File: config.mk
export PLATFORM = sky130hd
export DESIGN_NAME = uart_master_slave
export DESIGN_NICKNAME = d
export VERILOG_FILES = /design/src/rtl/uart_master_slave.sv
export SDC_FILE = /design/constraint.sdc
export NUM_CORES = 1
export LEC_CHECK = 0
export ABC_AREA = 1
export CORE_UTILIZATION = 45
export CTS_BUF_LIST = sky130_fd_sc_hd__clkbuf_2 sky130_fd_sc_hd__clkbuf_4 sky130_fd_sc_hd__clkbuf_8
export CTS_CLUSTER_SIZE = 14
export DETAILED_ROUTE_END_ITERATION = 8
export PLACE_DENSITY = 0.61
export SYNTH_ARGS = -nofsm -noshare
export SYNTH_HDL_FRONTEND = slang
export SYNTH_SLANG_ARGS = --single-unit
File: constraint.sdc
create_clock -name i_clk -period 8.6 [get_ports i_clk]
set_clock_uncertainty 0.05 [all_clocks]
set_input_delay 2.15 -clock i_clk [delete_from_list [all_inputs] [get_ports i_clk]]
set_output_delay 2.15 -clock i_clk [all_outputs]
set_load 0.01 [all_outputs]
File: src/rtl/uart_master_slave.sv
// UART bridge: serial host drives a 16-bit bus master through an escape
// protocol, while a CPU sees the same link as a two-register slave.
module uart_master_slave #(
    parameter int BAUDRATE = 1152000,
    parameter int SYS_FREQ = 25000000
) (
    input  logic        i_clk,
    input  logic        i_reset,
    input  logic [7:0]  i_master_data,
    output logic [7:0]  o_master_data,
    output logic [15:0] o_master_addr,
    input  logic        i_master_ack,
    output logic        o_master_we,
    output logic        o_master_cs,
    input  logic [7:0]  i_slave_data,
    output logic [7:0]  o_slave_data,
    input  logic        i_slave_addr,
    output logic        o_slave_ack,
    input  logic        i_slave_we,
    input  logic        i_slave_cs,
    output logic        o_int,
    input  logic        i_uart_rx,
    output logic        o_uart_tx,
    output logic        o_reset
);
    localparam int CPB = SYS_FREQ / BAUDRATE;
    localparam logic [15:0] CPB_M1 = 16'(CPB - 1);
    localparam logic [15:0] HALF_M1 = 16'(CPB / 2 - 1);
    localparam logic [7:0] ESC = 8'h1B;

    typedef enum logic [1:0] {R_IDLE, R_START, R_DATA, R_STOP} rx_state_t;
    typedef enum logic {T_IDLE, T_RUN} tx_state_t;
    typedef enum logic [2:0] {
        P_IDLE, P_ESC, P_ADDR_HI, P_ADDR_LO, P_WDATA, P_BUS, P_RESP
    } p_state_t;

    logic rx_m, rx_s;
    always_ff @(posedge i_clk or posedge i_reset) begin
        if (i_reset) begin
            rx_m <= 1'b1;
            rx_s <= 1'b1;
        end else begin
            rx_m <= i_uart_rx;
            rx_s <= rx_m;
        end
    end

    rx_state_t rs, rs_n;
    logic [15:0] rcnt, rcnt_n;
    logic [2:0] rbit, rbit_n;
    logic [7:0] rsh, rsh_n;
    logic rx_done;

    always_ff @(posedge i_clk or posedge i_reset) begin
        if (i_reset) begin
            rs <= R_IDLE;
            rcnt <= '0;
            rbit <= '0;
            rsh <= '0;
        end else begin
            rs <= rs_n;
            rcnt <= rcnt_n;
            rbit <= rbit_n;
            rsh <= rsh_n;
        end
    end

    always_comb begin
        rs_n = rs;
        rcnt_n = rcnt;
        rbit_n = rbit;
        rsh_n = rsh;
        rx_done = 1'b0;
        case (rs)
            R_IDLE: begin
                if (!rx_s) begin
                    rs_n = R_START;
                    rcnt_n = '0;
                end
            end
            R_START: begin
                if (rcnt == HALF_M1) begin
                    rcnt_n = '0;
                    rbit_n = '0;
                    rs_n = rx_s ? R_IDLE : R_DATA;
                end else begin
                    rcnt_n = rcnt + 16'd1;
                end
            end
            R_DATA: begin
                if (rcnt == CPB_M1) begin
                    rcnt_n = '0;
                    rsh_n = {rx_s, rsh[7:1]};
                    rbit_n = rbit + 3'd1;
                    if (rbit == 3'd7) rs_n = R_STOP;
                end else begin
                    rcnt_n = rcnt + 16'd1;
                end
            end
            R_STOP: begin
                if (rcnt == CPB_M1) begin
                    // a framing error (stop bit low) silently drops the byte
                    rx_done = rx_s;
                    rs_n = R_IDLE;
                end else begin
                    rcnt_n = rcnt + 16'd1;
                end
            end
            default: rs_n = R_IDLE;
        endcase
    end

    tx_state_t ts, ts_n;
    logic [15:0] tcnt, tcnt_n;
    logic [3:0] tbit, tbit_n;
    logic [9:0] tsh, tsh_n;
    logic tx_load, tx_busy;
    logic [7:0] tx_byte;

    always_ff @(posedge i_clk or posedge i_reset) begin
        if (i_reset) begin
            ts <= T_IDLE;
            tcnt <= '0;
            tbit <= '0;
            tsh <= '1;
        end else begin
            ts <= ts_n;
            tcnt <= tcnt_n;
            tbit <= tbit_n;
            tsh <= tsh_n;
        end
    end

    always_comb begin
        ts_n = ts;
        tcnt_n = tcnt;
        tbit_n = tbit;
        tsh_n = tsh;
        case (ts)
            T_IDLE: begin
                if (tx_load) begin
                    ts_n = T_RUN;
                    tsh_n = {1'b1, tx_byte, 1'b0};
                    tcnt_n = '0;
                    tbit_n = '0;
                end
            end
            T_RUN: begin
                if (tcnt == CPB_M1) begin
                    tcnt_n = '0;
                    if (tbit == 4'd9) begin
                        ts_n = T_IDLE;
                    end else begin
                        tbit_n = tbit + 4'd1;
                        tsh_n = {1'b1, tsh[9:1]};
                    end
                end else begin
                    tcnt_n = tcnt + 16'd1;
                end
            end
            default: ts_n = T_IDLE;
        endcase
    end

    assign tx_busy = (ts == T_RUN);
    assign o_uart_tx = tx_busy ? tsh[0] : 1'b1;

    p_state_t ps, ps_n;
    logic [15:0] ptr, ptr_n;
    logic [7:0] hi, hi_n, wdata, wdata_n, rdata, rdata_n;
    logic we, we_n, host_rst, host_rst_n;
    logic deliver, resp_load;

    always_ff @(posedge i_clk or posedge i_reset) begin
        if (i_reset) begin
            ps <= P_IDLE;
            ptr <= '0;
            hi <= '0;
            wdata <= '0;
            rdata <= '0;
            we <= 1'b0;
            host_rst <= 1'b0;
        end else begin
            ps <= ps_n;
            ptr <= ptr_n;
            hi <= hi_n;
            wdata <= wdata_n;
            rdata <= rdata_n;
            we <= we_n;
            host_rst <= host_rst_n;
        end
    end

    always_comb begin
        ps_n = ps;
        ptr_n = ptr;
        hi_n = hi;
        wdata_n = wdata;
        rdata_n = rdata;
        we_n = we;
        host_rst_n = host_rst;
        deliver = 1'b0;
        resp_load = 1'b0;
        case (ps)
            P_IDLE: begin
                if (rx_done) begin
                    if (rsh == ESC) ps_n = P_ESC;
                    else deliver = 1'b1;
                end
            end
            P_ESC: begin
                if (rx_done) begin
                    ps_n = P_IDLE;
                    case (rsh)
                        8'h1B: deliver = 1'b1;
                        8'h41: ps_n = P_ADDR_HI;
                        8'h57: ps_n = P_WDATA;
                        8'h52: begin
                            we_n = 1'b0;
                            ps_n = P_BUS;
                        end
                        8'h58: host_rst_n = 1'b1;
                        8'h78: host_rst_n = 1'b0;
                        default: ;
                    endcase
                end
            end
            P_ADDR_HI: begin
                if (rx_done) begin
                    hi_n = rsh;
                    ps_n = P_ADDR_LO;
                end
            end
            P_ADDR_LO: begin
                if (rx_done) begin
                    ptr_n = {hi, rsh};
                    ps_n = P_IDLE;
                end
            end
            P_WDATA: begin
                if (rx_done) begin
                    wdata_n = rsh;
                    we_n = 1'b1;
                    ps_n = P_BUS;
                end
            end
            P_BUS: begin
                if (i_master_ack) begin
                    ptr_n = ptr + 16'd1;
                    if (!we) rdata_n = i_master_data;
                    ps_n = we ? P_IDLE : P_RESP;
                end
            end
            P_RESP: begin
                if (!tx_busy) begin
                    resp_load = 1'b1;
                    ps_n = P_IDLE;
                end
            end
            default: ps_n = P_IDLE;
        endcase
    end

    assign o_master_cs = (ps == P_BUS);
    assign o_master_addr = ptr;
    assign o_master_data = wdata;
    assign o_master_we = we;
    assign o_reset = host_rst;

    logic cs_q, cs_rise, rd_stat, rd_data, wr_data, slave_load;
    logic rx_valid, overrun;
    logic [7:0] rx_data;

    assign cs_rise = i_slave_cs & ~cs_q;
    assign rd_stat = cs_rise & ~i_slave_we & ~i_slave_addr;
    assign rd_data = cs_rise & ~i_slave_we & i_slave_addr;
    assign wr_data = cs_rise & i_slave_we & i_slave_addr;
    // host read responses win the transmitter over a same-cycle CPU write
    assign slave_load = wr_data & ~tx_busy & ~resp_load;
    assign tx_load = resp_load | slave_load;
    assign tx_byte = resp_load ? rdata : i_slave_data;

    always_ff @(posedge i_clk or posedge i_reset) begin
        if (i_reset) begin
            cs_q <= 1'b0;
            rx_valid <= 1'b0;
            overrun <= 1'b0;
            rx_data <= '0;
        end else begin
            cs_q <= i_slave_cs;
            if (rd_stat) overrun <= 1'b0;
            if (rd_data) rx_valid <= 1'b0;
            if (deliver) begin
                rx_data <= rsh;
                rx_valid <= 1'b1;
                if (rx_valid && !rd_data) overrun <= 1'b1;
            end
        end
    end

    assign o_slave_ack = i_slave_cs;
    assign o_slave_data = i_slave_addr ? rx_data
                                       : {5'b0, overrun, tx_busy, rx_valid};
    assign o_int = rx_valid;

endmodule

* Word-level counts from Yosys, hierarchy flattened
Index checks and enable logic that the tools add are counted.
** Word-level totals
- Register bits :: 118
- Word-level logic and storage cells :: 166
- Bits of input ports :: 23
** Cells by class
- Reduce and logical (&&, ||, !) cells :: 21
- Add/subtract/negate cells :: 5
- Bitwise logic cells :: 15
- Equal/unequal tests :: 38
- Multiplexer cells :: 66
** Operator list (count)
- 16-bit 2-to-1 mux :: 8
- 16-bit one-hot mux with 2 select lines :: 2
- 16-bit one-hot mux with 4 select lines :: 1
- 16-bit by 1-bit adder with 16-bit output (second input constant) :: 3
- 8-bit by 7-bit == test with 1-bit output (second input constant) :: 5
- 3-bit 2-to-1 mux :: 11
- 16-bit by 5-bit == test with 1-bit output (second input constant) :: 2
- 2-bit != test (second input constant) :: 16
- 10-bit 2-to-1 mux :: 3
- 3-bit one-hot mux with 7 select lines :: 1
- 1-bit 2-to-1 mux :: 20
- 10-bit one-hot mux with 2 select lines :: 1
- 16-bit by 4-bit == test with 1-bit output (second input constant) :: 1
- 8-bit 2-to-1 mux :: 2
- 3-bit AND reduction :: 5
- 3-bit == test (second input constant) :: 4
- 2-bit 2-to-1 mux :: 6
- 4-bit 2-to-1 mux :: 3
- 2-bit nonzero test :: 5
- 3-bit one-hot mux with 3 select lines :: 1
- 1-bit AND :: 8
- 8-bit by 5-bit == test with 1-bit output (second input constant) :: 1
- 1-bit one-hot mux with 2 select lines :: 4
- 2-bit one-hot mux with 4 select lines :: 1
- 20 further kinds :: 31

* Logic depth before layout (Yosys ltp)
- Depth in word-level cells :: 9
- Gate-level depth with buffers :: 13
- Depth with buffers taken out :: 13

* Worst setup path after synthesis
Ideal clock, no wire load.
- Kind :: input-to-output
- Start point :: input port i_slave_addr
- End point :: output port o_slave_data[0]
- Buffers on the path :: 1
- Stages :: 2
- Arrival time :: 2794 ps
- Path slack :: 3606 ps
- Cell sequence :: clkbuf_1 -> mux2_2
** Between the ends
- Longest elaborated chain between the ends :: 1
** RTL lines
- from (decl) :: line 17 : input logic i_slave_addr,
- 8-bit 2-to-1 mux :: line 302 : assign o_slave_data = i_slave_addr ? rx_data
- to (decl) :: line 16 : output logic [7:0] o_slave_data,
Every way passes these cells.

* Worst setup path after layout
Same ends and word-level chain as after synthesis.

==> results.py <==
metrics = {
    "clock_network": {
        "cts_tree": "done",
        "cts_resized": 0,
        "cts_hold_buf": 0,
        "path_clk_slew_ns": 0.07,
        "insertion_delay_ns": 0.44,
        "cts-root-buf": "clkbuf_8",
        "clock_path_buffers": 2,
        "numCtsBuffers": 17,
        "cts_setup_buffers": 0,
        "clock_sinks": 117,
        "htreeDepth": 4,
    },
    "cells_and_area": {
        "fillCellCount": 1330,
        "area_delta_synth_final_pct": 17.9,
        "multi_input_area_um2": 2960,
        "seq_area_um2": 2940,
        "final_area_um2": 7580,
        "drive_above_1_share": 0.0770,
        "diodes": 0,
        "final_core_util": 0.544,
        "nNetsFinal": 955,
    },
    "floorplanning": {
        "rows": 43,
        "ios": 61,
        "die_area_um2": 14800,
        "die_x_um": 122,
        "die_h_um": 122,
        "initial_core_util": 0.462,
        "fp.coreArea_um2": 13900,
    },
    "drt": {
        "dr.pass1.iters": 5,
        "num_vias": 5755,
        "drt_iter0_markers": 423,
        "viasPerCell": 5.16,
        "finalWirelength_um": 15100,
        "ant_nets": 0,
        "wl_per_cell_um": 13.6,
        "drc": 0,
    },
    "timing": {
        "setup_viol": 0,
        "tightest_slew_ns": 0.934,
        "rsz0062_at_grt": "no",
        "fmax_mhz": 169,
        "setup_tns_ns": 0,
        "period_minus_slack_ns": 5.92,
        "slew_headroom": 0.378,
        "fin_crit_sh": 0.688,
        "hold_viol": 0,
        "slew_violations": 0,
        "setup_ws_ns": 2.68,
    },
    "placed_design": {
        "place_ws_ns": 2.67,
        "placed_area_um2": 7140,
        "portBuffers": 60,
        "finalWeightedCongestion": 0.877,
        "hpwl_um": 10900,
    },
    "run_status": {
        "run_status": "finished clean",
    },
    "logic_synthesis": {
        "syn_area_um2": 6430,
        "synth_compound_gate_area_share": 0.134,
        "synthArstFlopShare": 1.00,
        "ys.flop_type": "dfrtp_1",
        "synth_top_family_by_area": "simple AND/OR/NAND/NOR gates",
        "ys_ff_latch": 117,
        "yosys.area_share.simple": 0.284,
        "syn_inst": 867,
        "ys_top_cells_by_area": "dfrtp_1, nand2_1, o21ai_0",
        "synth.avg_cell_area_um2": 7.42,
        "synth.mux.area_fraction": 0.00350,
        "synthXorXnorAreaFrac": 0.0191,
        "yosysTopAreaCell": "dfrtp_1",
        "syn_nets": 900,
        "ys_seq_area_frac": 0.457,
        "synth_edf_count": 0,
        "synthAdderAreaFrac": 0.0195,
        "yosysMostFrequentCell": "nand2_1",
        "synth_cell_type_count": 37,
        "synth_warnings": 0,
        "synth_top_area_share": 0.412,
        "synth_common_cells": "nand2_1, dfrtp_1, inv_1",
    },
    "power_and_ir_drop": {
        "p_per_area_nw_per_um2": 168,
        "p_leak_nw": 3.57,
        "power.total_mw": 1.28,
        "ir_drop_v": 0.000130,
    },
    "worst_setup_path": {
        "crit_arrival_ns": 3.72,
        "crit_required_ns": 6.40,
        "critPathMaxFanout": 12,
        "end_kind": "primary output",
        "crit_type": "in2out",
        "worst_setup_path_start_kind": "input pin",
    },
    "grt": {
        "gr-usage-all-layers": 0.222,
        "overflow": 0,
        "grt_max_degree": 75,
        "grt_pass1_wl_um": 25700,
        "grt_pass1_vias": 5437,
        "antenna_found_initial": 0,
    },
    "flow_run": {
        "maxCapViolCount": 0,
    },
    "worst_hold_path": {
        "hp-class": "reg2reg",
    },
}
per-stage QoR:
stage | std cells | hold WS, ns
finish | 1115 | 0.315
global route | 1115 | 0.318
CTS | 1115 | 0.316
detailed placement | 1083 | 0.305
global placement | 1083 | 0.296
floorplan | 867 | 0.295
power breakdown:
| part | internal [mW] | switching (mW) | total (mW) |
|---|---|---|---|
| Combinational | 0.0430 | 0.0778 | 0.121 |
| Clock | 0.338 | 0.219 | 0.558 |
| Sequential | 0.566 | 0.0311 | 0.597 |
| Total | 0.947 | 0.328 | 1.28 |
cells in the final DEF (no fill, tap or decap), types with 7 or more instances in the layout:
master and count:
clkdlybuf4s50_1 60, nand4_1 16, dfstp_2 11, o21ai_0 89, nand3_1 66, nor2_1 76, ha_1 10, nor3_1 14
xor2_1 13, clkbuf_8 18, nand2_1 246, inv_1 101, o21ai_1 22, o211ai_1 8, dfrtp_1 106, o22ai_1 7
a21oi_1 16
critical path: stages:
cell and delay, ns:
clkdlybuf4s50_1 0.70, mux2_2 0.38, clkdlybuf4s50_1 0.49
layout make-up:
cell class	count	share of cell area
Multi-Input combinational cell	616	0.390
Sequential cell	117	0.388
Timing Repair Buffer	61	0.0802
Inverter	109	0.0543
Clock buffer	23	0.0376
Tap cell	180	0.0297
Clock inverter	9	0.0201
kinds of logic (layout without fill, tap and decap cells):
| group | after synthesis | after routing |
|---|---|---|
| and+or+nand+nor | 433 | 433 |
| AOI/OAI and AO/OA | 157 | 157 |
| buffers and inverters | 134 | 202 |
| DFF | 117 | 117 |
| xor gates and xnor gates | 14 | 14 |
| adders and majority gates | 10 | 10 |
| muxes | 2 | 2 |
path summary, 6_finish.rpt:
kind / cells after the start / to / startpoint / slack (ns)
max in group asynchronous: 3 / o_master_addr[1]$_DFFE_PP0P_ / i_reset / 5.10
hold reg to reg: 0 / rx_s$_DFF_PP1_ / rx_m$_DFF_PP1_ / 0.31
hold / removal: 0 / rx_s$_DFF_PP1_ / rx_m$_DFF_PP1_ / 0.31
setup reg to reg: 10 / o_master_addr[14]$_DFFE_PP0P_ / ps[1]$_DFFE_PP0P_ / 5.76
setup / recovery: 3 / o_slave_data[0] / i_slave_addr / 2.68
min in group asynchronous: 2 / rdata[1]$_DFFE_PP0P_ / i_reset / 2.07
layer usage:
metal / track usage / routed length, um
met1: 0.292 / 7090
met3: 0.0506 / 574
met2: 0.364 / 7310
met5: 0 / 0
met4: 0.0679 / 159
registers in the layout, indices dropped and copies added, names as in the netlist, 4 cells and up, named ones only:
register and flops:
tcnt 16, rx_data 8, rcnt 16, tbit 4, hi 8, o_master_addr 16, o_master_data 8, rsh 8
tsh 9, rdata 8
(Power assumes the default switching activity.)
